[src/rtl/bg_pkg.sv]
// -----------------------------------------------------------------------------
// bg_pkg
// Shared types and constants for the background pixel pipeline.
//   rgb_t        : packed {r, g, b} colour, 8 bits per channel
//   BORDER_RGB   : colour shown for visible pixels outside the source image
//   PAL_ENTRIES  : physical palette depth, matching the 3-bit write index
//   pal_state_t  : palette commit FSM states
//   default_pal  : reset contents of both palettes, a grey ramp i*36
// -----------------------------------------------------------------------------
package bg_pkg;

  typedef struct packed {
    logic [7:0] r;
    logic [7:0] g;
    logic [7:0] b;
  } rgb_t;

  localparam rgb_t BORDER_RGB  = 24'h202020;
  localparam int   PAL_ENTRIES = 8;

  typedef enum logic {
    IDLE    = 1'b0,
    PENDING = 1'b1
  } pal_state_t;

  // Grey ramp: entry i = {i*36, i*36, i*36}; 7*36 = 252 still fits 8 bits.
  function automatic rgb_t default_pal(input int unsigned idx);
    logic [7:0] v;
    v = 8'(idx * 36);
    return '{r: v, g: v, b: v};
  endfunction

endpackage

[src/rtl/bg_pixel_pipeline_palette.sv]
// -----------------------------------------------------------------------------
// bg_palette
// Double-buffered palette. Writes always land in the shadow copy; the active
// copy (the one the pixel path reads) is refreshed from the shadow only when a
// commit meets a frame_tick, so colour changes never tear mid-frame.
// Ports:
//   i_clk, i_rst        : clock, asynchronous active-high reset
//   i_we, i_wr_idx,
//   i_wr_rgb            : shadow write port
//   i_commit            : request a shadow-to-active copy at the next tick
//   i_frame_tick        : once-per-frame pulse in vertical blanking
//   i_rd_idx, o_rd_rgb  : combinational read of the active palette
//   o_busy              : a commit is waiting for its frame_tick
//   o_commit_done       : one-cycle pulse, high in the cycle after the copy
// -----------------------------------------------------------------------------
module bg_palette
  import bg_pkg::*;
(
  input  logic        i_clk,
  input  logic        i_rst,
  input  logic        i_we,
  input  logic [2:0]  i_wr_idx,
  input  logic [23:0] i_wr_rgb,
  input  logic        i_commit,
  input  logic        i_frame_tick,
  input  logic [2:0]  i_rd_idx,
  output logic [23:0] o_rd_rgb,
  output logic        o_busy,
  output logic        o_commit_done
);

  rgb_t       r_shadow [PAL_ENTRIES];
  rgb_t       r_active [PAL_ENTRIES];
  pal_state_t r_state;
  logic       r_busy;
  logic       r_commit_done;
  logic       w_copy;

  // A commit fires on a tick either when one is already pending or when the
  // request and the tick arrive together while idle.
  assign w_copy = ((r_state == PENDING) || i_commit) && i_frame_tick;

  always_ff @(posedge i_clk or posedge i_rst) begin
    if (i_rst) begin
      // NOTE: these arrays are reset on purpose: both palettes must come up
      // holding the default ramp, so they are flops, not an inferred RAM.
      for (int i = 0; i < PAL_ENTRIES; i++) begin
        r_shadow[i] <= default_pal(i);
        r_active[i] <= default_pal(i);
      end
      r_state       <= IDLE;
      r_busy        <= 1'b0;
      r_commit_done <= 1'b0;
    end else begin
      r_commit_done <= w_copy;

      case (r_state)
        IDLE: begin
          if (i_commit && !i_frame_tick) begin
            r_state <= PENDING;
            r_busy  <= 1'b1;
          end
        end
        PENDING: begin
          // Further commits while pending are absorbed.
          if (i_frame_tick) begin
            r_state <= IDLE;
            r_busy  <= 1'b0;
          end
        end
        default: begin
          r_state <= IDLE;
          r_busy  <= 1'b0;
        end
      endcase

      // NOTE: non-blocking assignment means the copy below reads the shadow
      // as it stood before this edge, so a same-cycle write reaches only the
      // shadow and waits for the next commit.
      if (w_copy) begin
        r_active <= r_shadow;
      end
      if (i_we) begin
        r_shadow[i_wr_idx] <= i_wr_rgb;
      end
    end
  end

  assign o_rd_rgb      = r_active[i_rd_idx];
  assign o_busy        = r_busy;
  assign o_commit_done = r_commit_done;

endmodule

[src/rtl/bg_pixel_pipeline.sv]
// -----------------------------------------------------------------------------
// bg_pixel_pipeline
// Background render stage. Scales VGA coordinates down to source pixels,
// addresses the frame RAM, waits out its one-cycle read latency and maps the
// returned palette index to RGB. Three cycles from DrawX/DrawY to colour,
// one pixel per cycle, no stalls.
//   S1: coordinate -> read_address, register visible / in-image flags
//   S2: RAM read in flight, flags delayed one more cycle
//   S3: colour select and output register
// Ports:
//   Clk, Reset                      : pixel clock, async active-high reset
//   DrawX, DrawY, visible           : VGA controller position and blanking
//   frame_tick                      : once-per-frame pulse (vertical blank)
//   read_address, ram_data          : frame RAM address out / index in
//   pal_we, pal_wr_idx, pal_wr_rgb  : shadow palette write port
//   pal_commit, pal_busy,
//   commit_done                     : palette commit handshake
//   Red, Green, Blue, rgb_valid     : registered pixel colour
// -----------------------------------------------------------------------------
module bg_pixel_pipeline
  import bg_pkg::*;
#(
  parameter int IMG_W       = 20,
  parameter int IMG_H       = 20,
  parameter int SCALE_SHIFT = 4,
  parameter int ADDR_W      = 19,
  parameter int IDX_W       = 5,
  parameter int PAL_SIZE    = 8
) (
  input  logic              Clk,
  input  logic              Reset,
  input  logic [9:0]        DrawX,
  input  logic [9:0]        DrawY,
  input  logic              visible,
  input  logic              frame_tick,
  output logic [ADDR_W-1:0] read_address,
  input  logic [IDX_W-1:0]  ram_data,
  input  logic              pal_we,
  input  logic [2:0]        pal_wr_idx,
  input  logic [23:0]       pal_wr_rgb,
  input  logic              pal_commit,
  output logic              pal_busy,
  output logic              commit_done,
  output logic [7:0]        Red,
  output logic [7:0]        Green,
  output logic [7:0]        Blue,
  output logic              rgb_valid
);

  localparam logic [9:0]       IMG_W_L   = 10'(IMG_W);
  localparam logic [9:0]       IMG_H_L   = 10'(IMG_H);
  localparam logic [IDX_W-1:0] PAL_LIMIT = IDX_W'(PAL_SIZE);

  // S1 combinational
  logic [9:0]        w_sx;
  logic [9:0]        w_sy;
  logic              w_in_img;
  logic [ADDR_W-1:0] w_addr;

  // Pipeline registers
  logic [ADDR_W-1:0] r_read_address;
  logic              r_vis1;
  logic              r_in1;
  logic              r_vis2;
  logic              r_in2;
  rgb_t              r_rgb;
  logic              r_rgb_valid;

  // S3 combinational
  rgb_t              w_pal_rgb;
  rgb_t              w_pix_rgb;

  assign w_sx     = DrawX >> SCALE_SHIFT;
  assign w_sy     = DrawY >> SCALE_SHIFT;
  assign w_in_img = (w_sx < IMG_W_L) && (w_sy < IMG_H_L);
  // Outside the image the address is parked at 0; the data is ignored in S3.
  assign w_addr   = w_in_img ? (ADDR_W'(w_sy) * ADDR_W'(IMG_W) + ADDR_W'(w_sx))
                             : '0;

  always_ff @(posedge Clk or posedge Reset) begin
    if (Reset) begin
      r_read_address <= '0;
      r_vis1         <= 1'b0;
      r_in1          <= 1'b0;
      r_vis2         <= 1'b0;
      r_in2          <= 1'b0;
      r_rgb          <= '0;
      r_rgb_valid    <= 1'b0;
    end else begin
      r_read_address <= w_addr;
      r_vis1         <= visible;
      r_in1          <= w_in_img;
      r_vis2         <= r_vis1;
      r_in2          <= r_in1;
      r_rgb          <= w_pix_rgb;
      r_rgb_valid    <= r_vis2;
    end
  end

  bg_palette u_palette (
    .i_clk         (Clk),
    .i_rst         (Reset),
    .i_we          (pal_we),
    .i_wr_idx      (pal_wr_idx),
    .i_wr_rgb      (pal_wr_rgb),
    .i_commit      (pal_commit),
    .i_frame_tick  (frame_tick),
    .i_rd_idx      (ram_data[2:0]),
    .o_rd_rgb      (w_pal_rgb),
    .o_busy        (pal_busy),
    .o_commit_done (commit_done)
  );

  always_comb begin
    // NOTE: default first so every path assigns w_pix_rgb and no latch forms.
    w_pix_rgb = '0;
    if (r_vis2) begin
      if (!r_in2) begin
        w_pix_rgb = BORDER_RGB;
      end else if (ram_data < PAL_LIMIT) begin
        // Out-of-range indices stay black.
        w_pix_rgb = w_pal_rgb;
      end
    end
  end

  assign read_address = r_read_address;
  assign Red          = r_rgb.r;
  assign Green        = r_rgb.g;
  assign Blue         = r_rgb.b;
  assign rgb_valid    = r_rgb_valid;

endmodule

[config.mk]
export PLATFORM = sky130hd
export DESIGN_NAME = bg_pixel_pipeline
export DESIGN_NICKNAME = d
export VERILOG_FILES = /design/src/rtl/bg_pkg.sv /design/src/rtl/bg_pixel_pipeline_palette.sv /design/src/rtl/bg_pixel_pipeline.sv
export SDC_FILE = /design/constraint.sdc
export NUM_CORES = 1
export LEC_CHECK = 0
export ABC_AREA = 1
export BUFFER_PORTS_ARGS = -buffer_cell sky130_fd_sc_hd__buf_2
export CORE_MARGIN = 2
export CORE_UTILIZATION = 36
export DETAILED_ROUTE_END_ITERATION = 10
export PLACE_DENSITY = 0.61
export SYNTH_ARGS = -nofsm -noshare
export SYNTH_HDL_FRONTEND = slang
export SYNTH_SLANG_ARGS = --single-unit
[constraint.sdc]
create_clock -name Clk -period 17.7 [get_ports Clk]
set_clock_uncertainty 0.15 [all_clocks]
set_input_delay 0.885 -clock Clk [delete_from_list [all_inputs] [get_ports Clk]]
set_output_delay 0.885 -clock Clk [all_outputs]
set_load 0.005 [all_outputs]
# [Word level (Yosys, flattened, before mapping)]
# Cells that the tools add are included.
[op_classes] addsub=1 n_mul=1 magnitude_cmp=6 eq_ne=2 mux=16 n_bitwise=3 n_reduce_logical=7
[op_table] cell="192-bit bitwise mux" n=1
[op_table] cell="24-bit 2-to-1 mux" n=6
[op_table] cell="24-bit binary-select mux with 3-bit select" n=1
[op_table] cell="24-bit demux with 3-bit select" n=1
[op_table] cell="11-bit by 6-bit adder with 12-bit output" n=1
[op_table] cell="6-bit by 5-bit < comparator with 1-bit output, second input constant" n=2
[op_table] cell="12-bit 2-to-1 mux" n=1
[op_table] cell="6-bit by 3-bit multiplier with 9-bit output, second input constant" n=1
[op_table] cell="4-bit greater-or-equal comparator, second input constant" n=2
[op_table] cell="3-bit inverter with 4-bit output" n=2
[op_table] cell="5-bit by 4-bit < comparator with 1-bit output, second input constant" n=1
[op_table] cell="1-bit logical AND" n=4
[op_table] cell="4-bit by 1-bit < comparator with 1-bit output, second input constant" n=1
[op_table] cell="1-bit 2-to-1 mux" n=4
[op_table] cell="1-bit one-hot mux with 2 select lines" n=2
[op_table] cell="2-bit by 1-bit != test with 1-bit output, second input constant" n=1
[op_table] cell="2-bit != test, second input constant" n=1
[op_table] cell="2-bit AND reduction" n=1
[op_table] cell="1-bit zero test" n=1
[op_table] cell="1-bit logical OR" n=1
[op_table] cell="1-bit inverter" n=1
[word_totals] regBits=428 inputBits=58 output_inout_bits=46 wordCells=96

# [Depth between registers and ports, before layout]
[depth] ltp_word=7 mapped_depth=11 mapped_depth_nobuf=11

# [Hierarchy]
# A second synthesis with hierarchy kept.
[unflattened] hier_cells=2135 hier_area_um2=18368.9
[modules_own_cells] mod="bg_palette" instances=1 cells_per_inst=1950 area_each_um2=16544.6 seq_area_each_um2=9864.5
[modules_own_cells] mod="bg_pixel_pipeline" instances=1 cells_per_inst=185 area_each_um2=1824.2 seq_area_each_um2=1026.0

# [Least setup slack after synthesis]
# No wires, ideal clock.
[synth_path] kind="input to register" from="input port DrawY[5]" to="register r_read_address[9] (netlist: read_address[9])" setup_ns=0.120 arrival_time_ns=2.394 required_time_ns=17.430 setup_slack_ns=15.036 cell_stages=10 path_buffers=0 path_cell_list="ha_1 -> ha_1 -> inv_1 -> fa_1 -> nor2_1 -> nand3_1 -> nand3_1 -> nand2_1 -> o21ai_0 -> nand2_1"
[synth_via] elab_chain_cells=3 elab_cells_between_ends=5 classes_between="1 x add/sub; 1 x mul; 1 x order compare; 1 x mux; 1 x reduce/logical"
[synth_lines] element="start, declared" line_no="bg_pixel_pipeline.sv:33" text="input logic [9:0] DrawY,"
[synth_lines] element="6-bit by 3-bit multiplier with 9-bit output or 6-bit by 5-bit < comparator with 1-bit output (tied branches)" line_no="bg_pixel_pipeline.sv:77, bg_pixel_pipeline.sv:75"
[synth_lines] element="11-bit by 6-bit adder with 12-bit output or 1-bit logical AND (tied branches)" line_no="bg_pixel_pipeline.sv:77, bg_pixel_pipeline.sv:75"
[synth_lines] element="12-bit 2-to-1 mux (*)" line_no="bg_pixel_pipeline.sv:77" text="assign w_addr = w_in_img ? (ADDR_W'(w_sy) * ADDR_W'(IMG_W) + ADDR_W'(w_sx))"
[synth_lines] element="net w_addr[9]" line_no="bg_pixel_pipeline.sv:58" text="logic [ADDR_W-1:0] w_addr;"
[synth_lines] element="end signal, assigned" line_no="bg_pixel_pipeline.sv:90" text="r_read_address <= w_addr;"
[synth_lines] element="end, declared" line_no="bg_pixel_pipeline.sv:61" text="logic [ADDR_W-1:0] r_read_address;"
# The timed path passes the listed nets; every way through them passes the cells marked *.
# A chain may end at the register's enable or synchronous reset.

==> key figures <==
Run status
  • Outcome: finished clean

STA
  • Setup TNS: 0 ps
  • Final Max Slew Viols: 0
  • Fmax: around 270 MHz
  • Final setup viols: 0
  • Crit path time final: ~3700 ps
  • Hold Fails Final Rpt: 0
  • Hold WS: roughly 210 ps
  • Final period util: around 21%
  • Slew headroom: 22.3%
  • RSZ-0062 raised after global routing: false
  • Pin slew with the least headroom to its limit: 1160 ps

Min path
  • HP Class: flop to flop

Cells and area
  • Final #Nets: 2089
  • Syn-to-layout area delta: 13.5%
  • Share of layout cells above drive strength 1: between 15 and 20%
  • Post-route cell area: 20200 um^2
  • Leading cell type in the layout, fill and taps excluded: nand2_1
  • # diodes: 0
  • Most frequent cells in the layout: nand2_1 (685), o21ai_0 (364), dfrtp_1 (284), dfstp_2 (144), inv_1 (131)
  • Final Util: roughly 41%

Route
  • Residual DRC: 0
  • DRT antenna net count: 0
  • Via count: 12.8k
  • Routed length per instance: 15.7 um
  • 1st-pass router iterations: 5
  • WL final: approximately 43000 um
  • DR vias/cell: 4.71
  • Drt initial violations: about 1.1k

Clock network
  • Root buffer cell: clkbuf_16
  • Hold Buf Count CTS: 0
  • Post-CTS Resized: 0
  • CTS tree: built
  • H-tree Lvls: 2
  • Clock sink count: ~430
  • Insertion delay to the later sink of the worst-skew pair: 590 ps
  • Post-CTS Setup Bufs: 0
  • TritonCTS buffer count: between 40 and 50
  • Clock slew at reported path FFs: around 60 ps
  • CTS Buffer Depth: 3

Yosys
  • FF+latch count, synth: between 400 and 500
  • Yosys cell types: 27
  • Area leader, netlist: dfrtp_1
  • Top-area cell type share of the netlist area: between 30% and 40%
  • Post-synthesis instance total: roughly 2.0k
  • Yosys warning count: 0
  • Simple-gate share of the synthesized area: 17.5%
  • Xor-xnor portion of the synthesized cell area: 0.0493%
  • Seq/Total Area, Yosys: about three fifths
  • Syn Area/Cell: around 9.0 um^2
  • Multiplexer share of the synthesized area: 0%
  • Complex-gate fraction of the synthesized area: 13.4%
  • Largest family of logic cells by synthesized area: simple AND/OR/NAND/NOR gates
  • Synthesized-area fraction occupied by adder cells: between 1 and 1.5%
  • Ranking of synthesized cells by area: dfrtp_1 (40%), dfstp_2 (21%), nand2_1 (15%)
  • Post-Syn Area: ~18000 um^2

Power and ir drop
  • Switching power: around 0.67 mW
  • Proportion of power drawn by flip-flops and latches: 49.9%
  • PD cells: 127 nW/um^2
  • Switch share: approximately a quarter
  • Max VDD drop: 0.0000730 V
  • Combinational Power Share: a little under an eighth
  • Internal power: 1.90 mW
  • Clock power frac: approximately two fifths
  • Leak: ~9.6 nW

Worst setup path
  • WP data required: 18120 ps
  • Critical path cell sequence: buf_2 -> inv_8 -> buf_4 -> buf_12 -> buf_4
  • Worst path bufs/invs: 5
  • Data arrival, critical path: ~4100 ps
  • Critical path's top delay family: buffers and inverters
  • CP Capture Type: asynchronous set/reset pin
  • CP most frequent cell: buf_4
  • Setup crit start kind: primary input
  • Crit-path slowest cell: buf_4
  • Setup CP Type: primary input to asynchronous set/reset pin
  • CP max FO: 146
  • Worst path max stage delay: 850 ps

Die
  • # IOs: approximately 100
  • Initial core utilization: between 30% and 40%
  • Die Ht: ~230 um
  • Die Wd: ~230 um
  • Die area: 51200 um^2
  • Core Area: 48800 um^2
  • Cell row count: between 80 and 90

Global routing
  • GRT overflow: 0
  • Pin count of the biggest net entering global routing: ~150
  • Global-route wire length before repair: around 69000 um
  • Number of global-route vias before repair: approximately 13k
  • Initial antenna violation count: 0
  • Tot GR Track Use: approximately 17%

Flow run
  • MaxCap Viol Count: 0

Place
  • RePlAce Congestion: approximately 0.77
  • Number of port buffers: 88
  • Post-DP Area: between 15000 and 20000 um^2
  • Final HPWL DP: 23500 um
[state kept, by name, summed over array words and instances (netlist names), 8 cells and up]
register and cells:
Blue 8, Green 8, Red 8, read_address 12, u_palette.r_active 192, u_palette.r_shadow 192
[layer usage]
metal  routed length [um]  part of all wire [%]  track usage (%)
met1                20000                    47             24.0
met4                  861                   2.0             4.71
met3                 2010                   4.7             3.30
met2                19800                    46             27.6
met5                    0                     0                0
[final timing paths]
kind | slack, ps | cells after the start | end | startpoint
min | 210 | 0 | r_in2$_DFF_PP0_ | r_in1$_DFF_PP0_
max in group Clk | 14660 | 7 | u_palette.r_active[0]$_DFFE_PP0P_ | pal_commit
max reg2reg | 14730 | 6 | u_palette.r_active[0]$_DFFE_PP0P_ | u_palette.r_state$_DFF_PP0_
min reg2reg | 210 | 0 | r_in2$_DFF_PP0_ | r_in1$_DFF_PP0_
max | 14040 | 5 | u_palette.r_active[128]$_DFFE_PP0P_ | Reset
min in group asynchronous | 300 | 2 | read_address[11]$_DFF_PP0_ | Reset
[cells in the mapped netlist, drive strengths merged]
cell type,count
nand2,689
o21ai,381
dfrtp,284
dfstp,144
inv,136
nor2,92
buf,82
a21oi,52
clkbuf,43
nand3,28
o211ai,24
ha,12
o22ai,3
fa,2
nand4,2
conb,1
nand3b,1
nor3,1
o31ai,1
xnor2,1
[layout make-up]
cell class	instances	area (um^2)
multi-input combinational	1297	5750
clock inverter	9	195
tap	664	831
fill	4893	28700
timing repair buffer	108	603
sequential	428	10900
inverter	136	520
clock buffer	77	1380
[stage by stage]
stage	total power, mW	cells	setup slack, ps
5_1_grt	2.72	2719	13340
3_5_place_dp	1.60	2633	13150
3_3_place_gp	1.58	2633	13200
4_1_cts	2.60	2719	13760
6_report	2.57	2719	14040
2_1_floorplan	1.51	1986	4990
[cells by family (layout without fill, tap and decap cells)]
kind of cell	after synthesis	after routing
other cells	1	8
xor+xnor	1	1
compound gates	461	461
fa+ha+maj	14	14
flops	428	428
simple gates	813	813
buf+inv	261	330
[power groups by stage]
stage	Combinational (mW)	Clock [mW]	Sequential [mW]
after floorplan	0.237	0	1.28
after global placement	0.291	0	1.29
after detailed placement	0.302	0	1.30
after CTS	0.305	1.02	1.28
after global routing	0.357	1.06	1.30
final	0.300	0.988	1.28
[worst register-to-register path, cell delays in order (launching register included)]
cell and delay (ps):
dfrtp_1 390, inv_2 90, a21oi_4 50, buf_4 360, inv_4 820, buf_4 740
o21ai_0 250
Note: power is estimated with default switching activity, not from simulation.
